$ cat config.mk
export PLATFORM = sky130hd
export DESIGN_NAME = instr_fetch_unit
export DESIGN_NICKNAME = d
export VERILOG_FILES = /design/src/rtl/instr_fetch_unit.sv
export SDC_FILE = /design/constraint.sdc
export NUM_CORES = 1
export LEC_CHECK = 0
export ABC_AREA = 1
export CAP_MARGIN = 20
export CELL_PAD_IN_SITES_DETAIL_PLACEMENT = 0
export CELL_PAD_IN_SITES_GLOBAL_PLACEMENT = 1
export CORE_UTILIZATION = 37
export DETAILED_ROUTE_END_ITERATION = 10
export GPL_TIMING_DRIVEN = 1
export PLACE_DENSITY = 0.87
export SYNTH_ARGS = -nofsm -noshare
export SYNTH_HDL_FRONTEND = slang
export SYNTH_SLANG_ARGS = --single-unit
$ cat constraint.sdc
create_clock -name Clk -period 7.6 [get_ports Clk]
set_input_delay 1.52 -clock Clk [delete_from_list [all_inputs] [get_ports Clk]]
set_output_delay 1.52 -clock Clk [all_outputs]
set_load 0.05 [all_outputs]
$ cat src/rtl/instr_fetch_unit.sv
// instr_fetch_unit
// Fetch controller for a combinational-read instruction memory. Owns the fetch
// PC, pushes {instruction, pc} into a small circular prefetch queue and hands
// the head to decode over a valid/ready handshake. A redirect flushes the queue
// and reloads the PC. FetchEnable=0 freezes fetching while the queue drains.
//
// Ports:
//   Clk, Rst         clock, synchronous active-high reset
//   ImemAddress      fetch PC driven to instruction memory
//   ImemInstruction  word returned combinationally for ImemAddress
//   FetchEnable      1 = issue fetches, 0 = hold fetch PC
//   Redirect         taken branch/jump; RedirectPC is the target
//   OutValid/Ready   head-of-queue handshake to decode
//   OutInstruction   head instruction (0 when empty)
//   OutPC            head PC (0 when empty)
//   OutPCPlus4       head PC + 4 (0 when empty)
//   DeliveredCount   accepted handshakes, flushed entries excluded
module instr_fetch_unit #(
  parameter logic [31:0] RESET_PC = 32'h0000_0000,
  parameter int unsigned DEPTH    = 2
) (
  input  logic        Clk,
  input  logic        Rst,
  output logic [31:0] ImemAddress,
  input  logic [31:0] ImemInstruction,
  input  logic        FetchEnable,
  input  logic        Redirect,
  input  logic [31:0] RedirectPC,
  output logic        OutValid,
  input  logic        OutReady,
  output logic [31:0] OutInstruction,
  output logic [31:0] OutPC,
  output logic [31:0] OutPCPlus4,
  output logic [31:0] DeliveredCount
);

  localparam int unsigned PtrW = $clog2(DEPTH);
  localparam int unsigned CntW = $clog2(DEPTH + 1);

  logic [31:0]      fetch_pc_q;
  logic [PtrW-1:0]  rd_ptr_q, wr_ptr_q;
  logic [CntW-1:0]  count_q, count_d;
  logic [31:0]      delivered_q;
  logic [31:0]      instr_mem_q [DEPTH];
  logic [31:0]      pc_mem_q    [DEPTH];

  logic pop, push;

  assign OutValid = (count_q != '0);

  // Redirect wins over both queue operations.
  assign pop  = OutValid & OutReady & ~Redirect;
  assign push = FetchEnable & ~Redirect & ((count_q < CntW'(DEPTH)) | pop);

  always_comb begin
    count_d = count_q;
    unique case ({push, pop})
      2'b10:   count_d = count_q + CntW'(1);
      2'b01:   count_d = count_q - CntW'(1);
      default: count_d = count_q;
    endcase
  end

  always_ff @(posedge Clk) begin
    if (Rst) begin
      fetch_pc_q  <= RESET_PC;
      rd_ptr_q    <= '0;
      wr_ptr_q    <= '0;
      count_q     <= '0;
      delivered_q <= '0;
    end else if (Redirect) begin
      fetch_pc_q <= {RedirectPC[31:2], 2'b00};
      rd_ptr_q   <= '0;
      wr_ptr_q   <= '0;
      count_q    <= '0;
    end else begin
      count_q <= count_d;
      if (push) begin
        wr_ptr_q   <= wr_ptr_q + PtrW'(1);
        fetch_pc_q <= fetch_pc_q + 32'd4;
      end
      if (pop) begin
        rd_ptr_q    <= rd_ptr_q + PtrW'(1);
        delivered_q <= delivered_q + 32'd1;
      end
    end
  end

  // Queue storage carries no reset; count_q alone decides validity.
  always_ff @(posedge Clk) begin
    if (!Rst && push) begin
      instr_mem_q[wr_ptr_q] <= ImemInstruction;
      pc_mem_q[wr_ptr_q]    <= fetch_pc_q;
    end
  end

  assign ImemAddress    = fetch_pc_q;
  assign OutInstruction = OutValid ? instr_mem_q[rd_ptr_q] : 32'd0;
  assign OutPC          = OutValid ? pc_mem_q[rd_ptr_q] : 32'd0;
  assign OutPCPlus4     = OutValid ? (pc_mem_q[rd_ptr_q] + 32'd4) : 32'd0;
  assign DeliveredCount = delivered_q;

endmodule
# Word-level counts from Yosys, hierarchy flattened
# Memory sizes are Yosys's and may differ from the RTL's. A register that Yosys moved wholly into a read port is not among the register bits.
# Index checks and enable logic that the tools add are counted.
# Widths: inputs -> output; s select.
dict set report totals {
  ff_bits 68
  latchBits 0
  ram_bits 128
  romBits 0
  inputBits 69
  out_inout_bits 161
  word_cells 43
  mem_count 2
}
# name depth word_bits rd rd_clocked_by_memory_dff wr line
set mem_list {}
lappend mem_list {instr_mem_q 2 32 1 1 1 44} ;# logic [31:0] instr_mem_q [DEPTH];
lappend mem_list {pc_mem_q 2 32 1 1 1 45} ;# logic [31:0] pc_mem_q [DEPTH];
dict set report op_classes {
  n_addsub 7
  n_mul 0
  n_div 0
  order_cmp 1
  n_eq_ne 2
  n_shift 0
  muxes 12
  bitwise_logic 6
  n_reduce_logical 7
}
# operator n
set ops {}
lappend ops {{$mux 32} 5}
lappend ops {{$add 32x3->32 const B} 2}
lappend ops {{$add 32x1->32 const B} 1}
lappend ops {{$mux 1} 6}
lappend ops {{$reduce_bool 2->1} 3}
lappend ops {{$and 1x1->1} 4}
lappend ops {{$pmux 2 s2} 1}
lappend ops {{$add 1x1->1 const B} 2}
lappend ops {{$add 2x1->2 const B} 1}
lappend ops {{$eq 2x1->1 const B} 1}
lappend ops {{$eq 2x2->1 const B} 1}
lappend ops {{$lt 2x2->1 const B} 1}
lappend ops {{$reduce_and 2->1} 1}
lappend ops {{$reduce_or 2->1} 1}
lappend ops {{$sub 2x1->2 const B} 1}
lappend ops {{$logic_and 1x1->1} 1}
lappend ops {{$logic_not 1->1} 1}
lappend ops {{$not 1->1} 1}
lappend ops {{$or 1x1->1} 1}

# Logic depth before layout (Yosys ltp)
# Gate-level depths: netlist of the first run.
dict set report depth {
  ltp_word 8
  ltp_mapped 14
  mapped_depth_nobuf 13
}

# Worst setup path after synthesis of the first run
# No wires, ideal clock.
dict set report synth_timing {
  path_type {input-to-reg}
  from {input port Rst}
  to {memory instr_mem_q[1][0] (enable)}
  setup_ns 0.558
  arrival_time_ns 6.148
  required_time_ns 7.042
  slack_ns 0.894
  stages 3
  n_path_buf 2
  cell_sequence {clkbuf_1 -> clkbuf_1 -> nor3_1}
}
dict set report synth_between {
  elab_chain_cells 4
}
# element line
set synth_rtl {}
lappend synth_rtl {{start, declared} 23} ;# input logic Rst,
lappend synth_rtl {{$logic_not 1->1} 91} ;# if (!Rst && push) begin
lappend synth_rtl {{$logic_and 1x1->1} 91}
lappend synth_rtl {{$mux 1} 91}
lappend synth_rtl {{$mux 1 (implied by the code)} 92} ;# instr_mem_q[wr_ptr_q] <= ImemInstruction;
lappend synth_rtl {{end, declared} 44}
# Every way passes these cells.

==> impl_metrics.ini, run 1 <==
[worst_setup_path]
path_depth = 12
r2r_cells = 7
cpMaxStageDelayCell = dfxtp_2
cp_max_fo = 69
arrival_ns = 3.89
cp_num_buf_inv = 2
max_stage_delay_ns = 0.93
crit_end = OutPCPlus4[16]
reg2reg_to = instr_mem_q[0][24]
reg2reg_slack_ns = 4.40
startpoint_type = flip-flop
r2r-start = count_q[1]
path_delay_family = buffers and inverters
cp_cell_sequence = inv_8 > nand2_2 > nand2_2 > ha_1 > nand2_1 > nor2_2 > nand2_1 > nor2_4 > nand2_1 > nand2_1 > nor2_1 > clkdlybuf4s50_1
crit_required_ns = 6.08
crit_top_cell = nand2_1
critPathCaptureType = output port
critPathKind = reg -> out

[logic_synthesis]
netlist_instances = 1352
yosys_register_bits = 191
seq_area_frac_synth = 0.501
postSynthAreaPerCell_um2 = 7.47
syn_area_mm2 = 0.0101
ys.warnings.count = 0
synth_cell_type_count = 35

[layout]
n_fill_cell = 2627
mostFrequentLayoutCells = nand2_1, clkdlybuf4s50_1, nor2_1
drive_gt1_frac = 0.0554
final_common_cell = nand2_1
final_util = 0.492
fin_nets = 1631
syn2layout_area_growth_pct = 30.9

[timing]
max-slew-margin-rel = 0.370
rsz0062_at_grt = no
holdWs_ns = 0.479
min_period_over_period = 0.712
finalHoldViolCount = 0
drv_slew = 0
clock.fmax_mhz = 185
period_needed_ns = 5.41
timing.setup.tns_ns = 0
setup_viol = 0
worstMarginPinSlew_ns = 0.945
clock_skew_ns = 0.0209

[grt]
antenna_found_initial = 1
met2_usage = 0.347
use_met1 = 0.268
grt_max_degree = 70
grt_pass1_wl_mm = 45.7
met3_usage = 0.0435
grt_overflow = 0
grt.total_usage = 0.208
top_usage_layer = met2
grt_pass1_vias = 8633

[power_and_ir_drop]
finalPower_uw = 2370
ir_drop_mv = 0.139
power_density_mw_per_mm2 = 179
p_leak_uw = 0.00494

[route]
viasPerCell = 4.81
ant_nets = 0
routed_wl_mm = 28.7
wl_per_cell_um = 15.0
drt_first_pass_iters = 5
drt_iter0_markers = 653
num_vias = 9207
drc = 0

[clock_network]
cts_inserted_buffers = 17
clkLatencyLatePin_ns = 0.45
path_clk_slew_ns = 0.07
cts_resized = 0
postCtsSetupBuffers = 0
clockRootBuffer = clkbuf_16
hold_buffers = 0
htree_levels = 4
cts_sinks = 191
clk_path_buf_depth = 2
cts_tree = built

[die]
die_w_um = 167
io_pins = 230
rows = 60
start_util = 0.376
core-area_mm2 = 0.0269
die_h_um = 167
dieArea_mm2 = 0.0280

[job]
max_cap_violations = 0

[place]
portBuffers = 221
routabilityCongestion = 0.888
hpwl_mm = 20.9

[worst_hold_path]
hold_class = reg -> reg

[run_status]
status = complete, no violations
[per-layer routing]
layer | wire length, um | vias up | part of all wire
met5 | 0 | - | 0
met4 | 595 | 0 | 0.021
met3 | 1750 | 41 | 0.061
met2 | 13400 | 260 | 0.47
met1 | 12900 | 4204 | 0.45
li1 | - | 4702 | -
[where the power goes]
part | switching (uW) | internal [uW] | total, uW
Clock | 477 | 466 | 943
Combinational | 178 | 93.9 | 272
Sequential | 28.4 | 1130 | 1160
Total | 684 | 1690 | 2370
[cell families (layout without fill, tap and decap cells)]
group / after synthesis / count (layout) / synth area share
AOI/OAI and AO/OA: 155 / 155 / 0.0790
xor gates and xnor gates: 17 / 17 / 0.0147
adders and majority gates: 4 / 4 / 0.00495
buffers and inverters: 194 / 408 / 0.0810
DFF: 191 / 191 / 0.501
other: 1 / 7 / 0.000371
and+or+nand+nor: 790 / 790 / 0.319
[metrics by stage]
step / instance area, um^2 / instances / worst slack (ns)
global placement: 12600 / 1879 / 2.60
global route: 13200 / 1912 / 1.81
floorplan: 10100 / 1357 / 0.894
finish: 13200 / 1913 / 2.19
CTS: 13200 / 1911 / 2.13
detailed placement: 12600 / 1879 / 2.60
[state kept, by name, indices dropped and copies added (netlist names), named ones only]
register and count:
pc_mem_q 60, DeliveredCount 32, wr_ptr_q 1, rd_ptr_q 1, count_q 2, instr_mem_q 64, ImemAddress 30
[Yosys cell counts (all sizes together)]
cell type	number	share of area
nand2	509	0.19
nor2	202	0.082
inv	148	0.056
edfxtp	124	0.37
a21oi	97	0.048
dfxtp	67	0.13
nand3	63	0.032
o21ai	47	0.024
buf	23	0.017
clkbuf	23	0.0085
xor2	15	0.013
a31oi	8	0.0050
nand4	5	0.0031
ha	4	0.0050
nor3	4	0.0020
nand3b	3	0.0022
nor3b	2	0.0015
o21a	2	0.0015
xnor2	2	0.0017
a2bb2oi	1	0.00087
conb	1	0.00037
nor2b	1	0.00062
or2	1	0.00062
[worst min-delay path by stage]
stage | startpoint | endpoint | slack (ns) | cells past startpoint
after CTS | wr_ptr_q | wr_ptr_q | 0.48 | 2
after floorplan | wr_ptr_q | wr_ptr_q | 0.44 | 2
final | wr_ptr_q | wr_ptr_q | 0.48 | 2
after global placement | wr_ptr_q | wr_ptr_q | 0.45 | 2
after global routing | count_q[1] | count_q[1] | 0.50 | 2
after detailed placement | wr_ptr_q | wr_ptr_q | 0.46 | 2
[worst register-to-register path, cell delays in order (launching register included)]
cell     delay, ns
dfxtp_1       0.31
inv_2         0.07
o21a_1        0.23
nand2_1       0.29
inv_1         0.67
nand2_1       0.24
nor2_4        0.34
buf_4         0.64
[layout make-up]
type,instances,area (um^2),share of cell area
antenna,1,2.50,0.000189
clock buffer,17,425,0.0322
clock inverter,15,221,0.0167
inverter,148,563,0.0426
multi-input combinational,972,4250,0.322
sequential,191,5070,0.383
tap,341,427,0.0323
timing repair buffer,228,2260,0.171
No activity file was read; power rests on OpenSTA's default activity.
==> run 2, diff against run 1 <==
Clock period 7.6 ns to 5 ns, I/O delays scaled along.
==> impl_metrics.ini, run 2 (synthesized netlist as in run 1, its figures left out) <==
[clock_network]
hold_buffers = 0
clockRootBuffer = clkbuf_16
cts_resized = 0
cts_sinks = 191
cts_inserted_buffers = 17
postCtsSetupBuffers = 0
path_clk_slew_ns = 0.08
clk_path_buf_depth = 2
cts_tree = built
clkLatencyLatePin_ns = 0.44
htree_levels = 4

[die]
io_pins = 230
die_w_um = 167
die_h_um = 167
start_util = 0.376
dieArea_mm2 = 0.0280
rows = 60
core-area_mm2 = 0.0269

[grt]
grt_pass1_vias = 8734
grt_max_degree = 63
use_met1 = 0.274
top_usage_layer = met2
grt.total_usage = 0.210
grt_pass1_wl_mm = 46.1
antenna_found_initial = 0
grt_overflow = 0
met2_usage = 0.356
met3_usage = 0.0376

[place]
routabilityCongestion = 0.908
hpwl_mm = 21.1
portBuffers = 221

[timing]
drv_slew = 0
clock.fmax_mhz = 225
finalHoldViolCount = 0
setup_viol = 0
clock_skew_ns = 0.0180
rsz0062_at_grt = no
period_needed_ns = 4.44
min_period_over_period = 0.888
holdWs_ns = 0.472
timing.setup.tns_ns = 0
worstMarginPinSlew_ns = 1.08
max-slew-margin-rel = 0.278

[worst_setup_path]
critPathCaptureType = output port
startpoint_type = flip-flop
reg2reg_slack_ns = 2.37
arrival_ns = 3.44
r2r_cells = 7
reg2reg_to = ImemAddress[24]
cp_max_fo = 37
r2r-start = count_q[1]
crit_required_ns = 4.00
critPathKind = reg -> out

[power_and_ir_drop]
power_density_mw_per_mm2 = 273
clock_power_share = 0.400
p_sw_frac = 0.291
internal_power_uw = 2570
ir_drop_mv = 0.168
p_leak_uw = 0.00496
power_frac_seq = 0.485
switchingPower_uw = 1050
combinationalPowerShare = 0.115

[layout]
largest_register = instr_mem_q
drive_gt1_frac = 0.0572
syn2layout_area_growth_pct = 31.1
final_common_cell = nand2_1
largest_reg_flops = 64
mostFrequentLayoutCells = nand2_1, clkdlybuf4s50_1, nor2_1
fin_nets = 1633
n_antenna_cell = 0

[worst_hold_path]
holdPathEnd = wr_ptr_q
min_path_cells = 2
worstHoldStart = wr_ptr_q
hold_class = reg -> reg

[route]
routed_wl_mm = 29.1
wl_per_cell_um = 15.2
ant_nets = 0
viasPerCell = 4.81
drc = 0
drt_first_pass_iters = 5
num_vias = 9205
drt_iter0_markers = 695

[run_status]
status = complete, no violations

[job]
max_cap_violations = 0
[run 2: worst max-delay path, cell delays in order, from the launching register on]
cell	delay, ns
dfxtp_2	0.44
inv_8	0.22
buf_4	0.40
nand2_1	0.12
nand2_1	0.12
nand2_1	0.12
nor2_4	0.16
nand2_1	0.13
nor2_4	0.19
nand2_1	0.08
nand2_1	0.06
nand2_1	0.04
nor2_1	0.10
clkdlybuf4s50_1	0.82
[run 2: worst max path at each step]
stage                        end  slack (ns)
2_1_floorplan  instr_mem_q[0][0]        0.18
3_3_place_gp      OutPCPlus4[30]        1.00
3_5_place_dp      OutPCPlus4[30]        0.99
4_1_cts           OutPCPlus4[30]        0.51
5_1_grt           OutPCPlus4[30]        0.19
6_report          OutPCPlus4[30]        0.56
[run 2: per-stage QoR]
step	cells	power (uW)	setup WS, ns	utilization	instance area (um^2)
6_report	1914	3620	0.562	0.493	13200
5_1_grt	1914	3760	0.185	0.493	13200
4_1_cts	1914	3660	0.514	0.493	13200
3_5_place_dp	1882	2210	0.987	0.469	12600
3_3_place_gp	1882	2200	1.00	0.469	12600
2_1_floorplan	1357	2030	0.182	-	10100
[run 2: layout make-up]
class / instances / area [um^2]
timing repair buffer: 230 / 2290
fill: 2617 / 13600
clock buffer: 17 / 425
clock inverter: 15 / 220
inverter: 148 / 563
multi-input combinational: 972 / 4260
sequential: 191 / 5070
tap: 341 / 427
[run 2: power by group through the flow]
stage	Combinational [uW]	Clock [uW]	Sequential, uW
after floorplan	205	0	1830
after global placement	414	0	1790
after detailed placement	418	0	1790
after CTS	420	1480	1750
after global routing	447	1550	1760
final	416	1450	1750
[run 2: layer usage]
layer,vias to the layer above,routed length (um)
met5,-,0
met4,0,455
met3,26,1760
met2,303,13800
met1,4175,13000
li1,4701,-
==> run 3, diff against run 2 <==
Settings changed: ABC_CLOCK_PERIOD_IN_PS set to 5000.
==> results of run 3 <==
Final layout, timing and power as in run 2 (identical DEF).
==> edit 1: new RTL, flow settings as in run 1 <==
Make the reset (`Rst`) asynchronous in one clocked block. Comments in the files are not updated.
--- a/src/rtl/instr_fetch_unit.sv
+++ b/src/rtl/instr_fetch_unit.sv
@@ -63,3 +63,3 @@
 
-  always_ff @(posedge Clk) begin
+  always_ff @(posedge Clk or posedge Rst) begin
     if (Rst) begin
Behaviour: differs if Rst is asserted again (counterexample within 4 cycles, from zero or initial values and one cycle with Rst high); with Rst held inactive, the same outputs for 4 cycles.
==> edit 1 against run 1 <==
  * Sequential cell count is 1 lower
  * Fmax up 1.4%
  * Via count fell by 4.0%
  * Routed wire length is 1.4% lower
  * Clock skew is 0.0018 ns higher
  * Worst setup slack better by 0.077 ns
  * Non-clock buffer count is 2 higher
  * Die area up 0.68%
  * Cell area increased by 0.75%
  * Area after synthesis is 0.68% higher
  * Critical path type unchanged
  * Critical endpoint is now OutPCPlus4[31]
Power is not compared: it rests on default switching activity, and its combinational part moved more than twofold at a synthesized area within 25%.
==> edit 1: results (changes against run 1) <==
[status]
status=completed

[timing]
worst_pin_slew_ns=0.908  ; -0.0369 ns
fin_skew_ns=0.0227  ; +0.00176 ns

[min_path]
min-delay-start=DeliveredCount[12]
hp-class=reg2reg

[route]
wl_met3_um=1630  ; -6.8%
met2WireLength_um=13600  ; +1.2%
vias=8838  ; -4.0%
met1_length_um=12700  ; -1.9%
wl_per_cell_um=15.6  ; +4.2%
drt-initial-drc-count=630  ; -3.5%

[global_routing]
grt_max_degree=86  ; +23%
grt_use_total=0.205  ; -0.00226
grtUsageMet3=0.0357  ; -0.00776
antenna_found_initial=0  ; -1
grt_pass1_wl_um=45100  ; -1.4%
grt_pass1_vias=8478  ; -1.8%

[critical_path]
max_stage_delay_ns=0.83  ; -0.10 ns
cp_max_fo=38  ; -45%
slowest_stage=clkdlybuf4s50_1
crit_arrival_ns=3.81  ; -0.08 ns

[layout]
drive_above_1_share=0.0783  ; +0.0229
n_antenna_cell=0  ; -1
nets=1528  ; -6.3%

[synth]
synthAdderAreaFrac=0.00369  ; -0.00126
seq_area_frac_synth=0.528  ; +0.0271
ys_top_cells_by_area=edfxtp_1 37%, nand2_1 17%, dfrtp_1 16%, nor2_1 4.8%, inv_1 3.9%
ys_top_cells_by_count=448 x nand2_1, 130 x nor2_1, 124 x edfxtp_1
synthXorXnorAreaFrac=0.0275  ; +0.0128
avgSynthCellArea_um2=8.18  ; +9.5%
synth_cell_types=40  ; +14%
synth_compound_area_frac=0.0595  ; -0.0195

[placed_design]
place_hpwl_um=20400  ; -2.4%
pre_cts_ws_ns=2.72  ; +0.117 ns
globalplace.congestion=0.889  ; +0.11%
post-place-cells=1778  ; -5.4%
placed_cell_area_um2=12700  ; +1.0%

[pwr]
report.power.total_mw=4.29

edit 1: cell types whose count changed after synthesis, sizes merged, moves of 9 or more:
cell	change
nand3	+10
nor2	-49
dfxtp	-67
dfrtp	+66
a21oi	-42
nand2	-32
inv	-36
nand4	+9
nor3	+24
xor2	+12
edit 1: area by class of cell:
class	count	area (um^2)
well taps	341	427
clock buffers	17	425
multi-input cells	905	4190
fillers	2539	13600
repair buffers	230	2280
inverters	112	420
clock inverters	15	205
flip-flops and latches	190	5380
edit 1: worst paths after layout:
kind	endpoint	slack [ns]	depth (start not counted)
min in group asynchronous	DeliveredCount[19]	1.82	3
setup / recovery	OutPCPlus4[31]	2.27	13
setup reg to reg	count_q[1]	5.02	11
hold / removal	DeliveredCount[12]	0.53	1
hold reg to reg	DeliveredCount[12]	0.53	1
max in group asynchronous	rd_ptr_q	5.11	3
==> edit 2: new RTL, settings of run 1 <==
Made on the original files. Set the parameter `DEPTH` to 4 (it was 2).
--- a/src/rtl/instr_fetch_unit.sv
+++ b/src/rtl/instr_fetch_unit.sv
@@ -19,3 +19,3 @@
   parameter logic [31:0] RESET_PC = 32'h0000_0000,
-  parameter int unsigned DEPTH    = 2
+  parameter int unsigned DEPTH    = 4
 ) (
Behaviour: not the same (Yosys sat finds a counterexample within 4 cycles, from zero or initial values and one cycle with Rst high).
==> edit 2 against run 1 <==
  * Cell area rose by 43%
  * Worst setup slack lost 0.45 ns
  * Sequential cell count grew 128
  * Count of clock-buffer cells in the layout grew 34
  * Routed wire length grew 48%
  * Area after synthesis rose by 51%
  * Power grew 67%
==> edit 2: results (changes against run 1) <==
[status]
status=completed

[timing]
whs_ns=0.462  ; -0.0167 ns
worst_pin_slew_ns=1.04  ; +0.0912 ns

[clocking]
numCtsBuffers=35  ; +18
cts.path.max_buffers=3  ; +1
worstSkewPairLatency_ns=0.52  ; +0.07 ns

[placed_design]
pre_cts_ws_ns=2.22  ; -0.378 ns
globalplace.congestion=0.866  ; -2.5%

[synth]
synth_edf_count=248  ; +100%
ys_top_cells_by_area=edfxtp_1 49%, nand2_1 12%, dfxtp_1 9.3%, nor2_1 7.5%, o21ai_0 4.3%
yosys.area.top_type_share=0.490  ; +0.121

[critical_path]
crit_arrival_ns=4.34  ; +0.45 ns
cp_max_fo=68  ; -1.4%
max_stage_delay_ns=0.83  ; -0.10 ns
slowest_stage=dfxtp_4

[route]
highest_layer=met5
wl_per_cell_um=16.9  ; +13%
met2WireLength_um=19900  ; +48%
met1_length_um=18500  ; +43%

[layout]
largest_reg_flops=128  ; +100%
nets=2043  ; +25%
drive_above_1_share=0.0482  ; -0.00719

[pwr]
ir_drop_v=0.000142  ; +2.3%
p_leak_nw=7.04  ; +42%

[global_routing]
grt_use_total=0.202  ; -0.00516
grt_max_degree=133  ; +90%

==> edit 2: final timing paths <==
kind	startpoint	to	cells past startpoint
min	rd_ptr_q[1]	flip-flop	2
max	flip-flop	OutPCPlus4[28]	12
max reg2reg	count_q[2]	instr_mem_q[1][20]	5
min reg2reg	rd_ptr_q[1]	flip-flop	2
==> edit 2: power by group <==
group,leakage (nW),internal [mW],switching [mW]
clock network,0.520,0.926,0.676
registers,2.82,1.91,0.0367
logic,3.70,0.128,0.275
==> edit 2: metal layers <==
layer  up-vias  GRT usage
li1       6233          -
met1      5780      0.263
met2       372      0.335
met4         6     0.0525
met5         -          0
met3        48     0.0511
==> edit 2: worst max-delay path, delay by kind of cell (launching register included) <==
| kind | cells | cell delay, ns |
|---|---|---|
| buffers and inverters | 2 | 1.51 |
| and+or+nand+nor | 9 | 1.35 |
| DFF | 1 | 0.83 |
| AOI/OAI and AO/OA | 1 | 0.11 |
==> edit 2: area by class of cell <==
cell class,count,area share
Clock inverter,13,0.00588
Multi-Input combinational cell,1242,0.290
Timing Repair Buffer,237,0.123
Tap cell,525,0.0347
Antenna cell,2,0.000264
Inverter,130,0.0260
Clock buffer,51,0.0511
Sequential cell,319,0.469
==> edit 2: cells by family after synthesis <==
group	count (synthesis)	synth area share
DFF	319	0.583
other	1	0.000247
AOI/OAI and AO/OA	239	0.0819
buffers and inverters	206	0.0593
xor gates and xnor gates	17	0.00979
and+or+nand+nor	971	0.258
adders and majority gates	9	0.00790
==> edit 2: stage by stage <==
stage	instance area, um^2	cells
6_report	18900	2519
5_1_grt	18900	2518
4_1_cts	18900	2517
3_5_place_dp	17800	2453
3_3_place_gp	17800	2453
2_1_floorplan	15200	1767
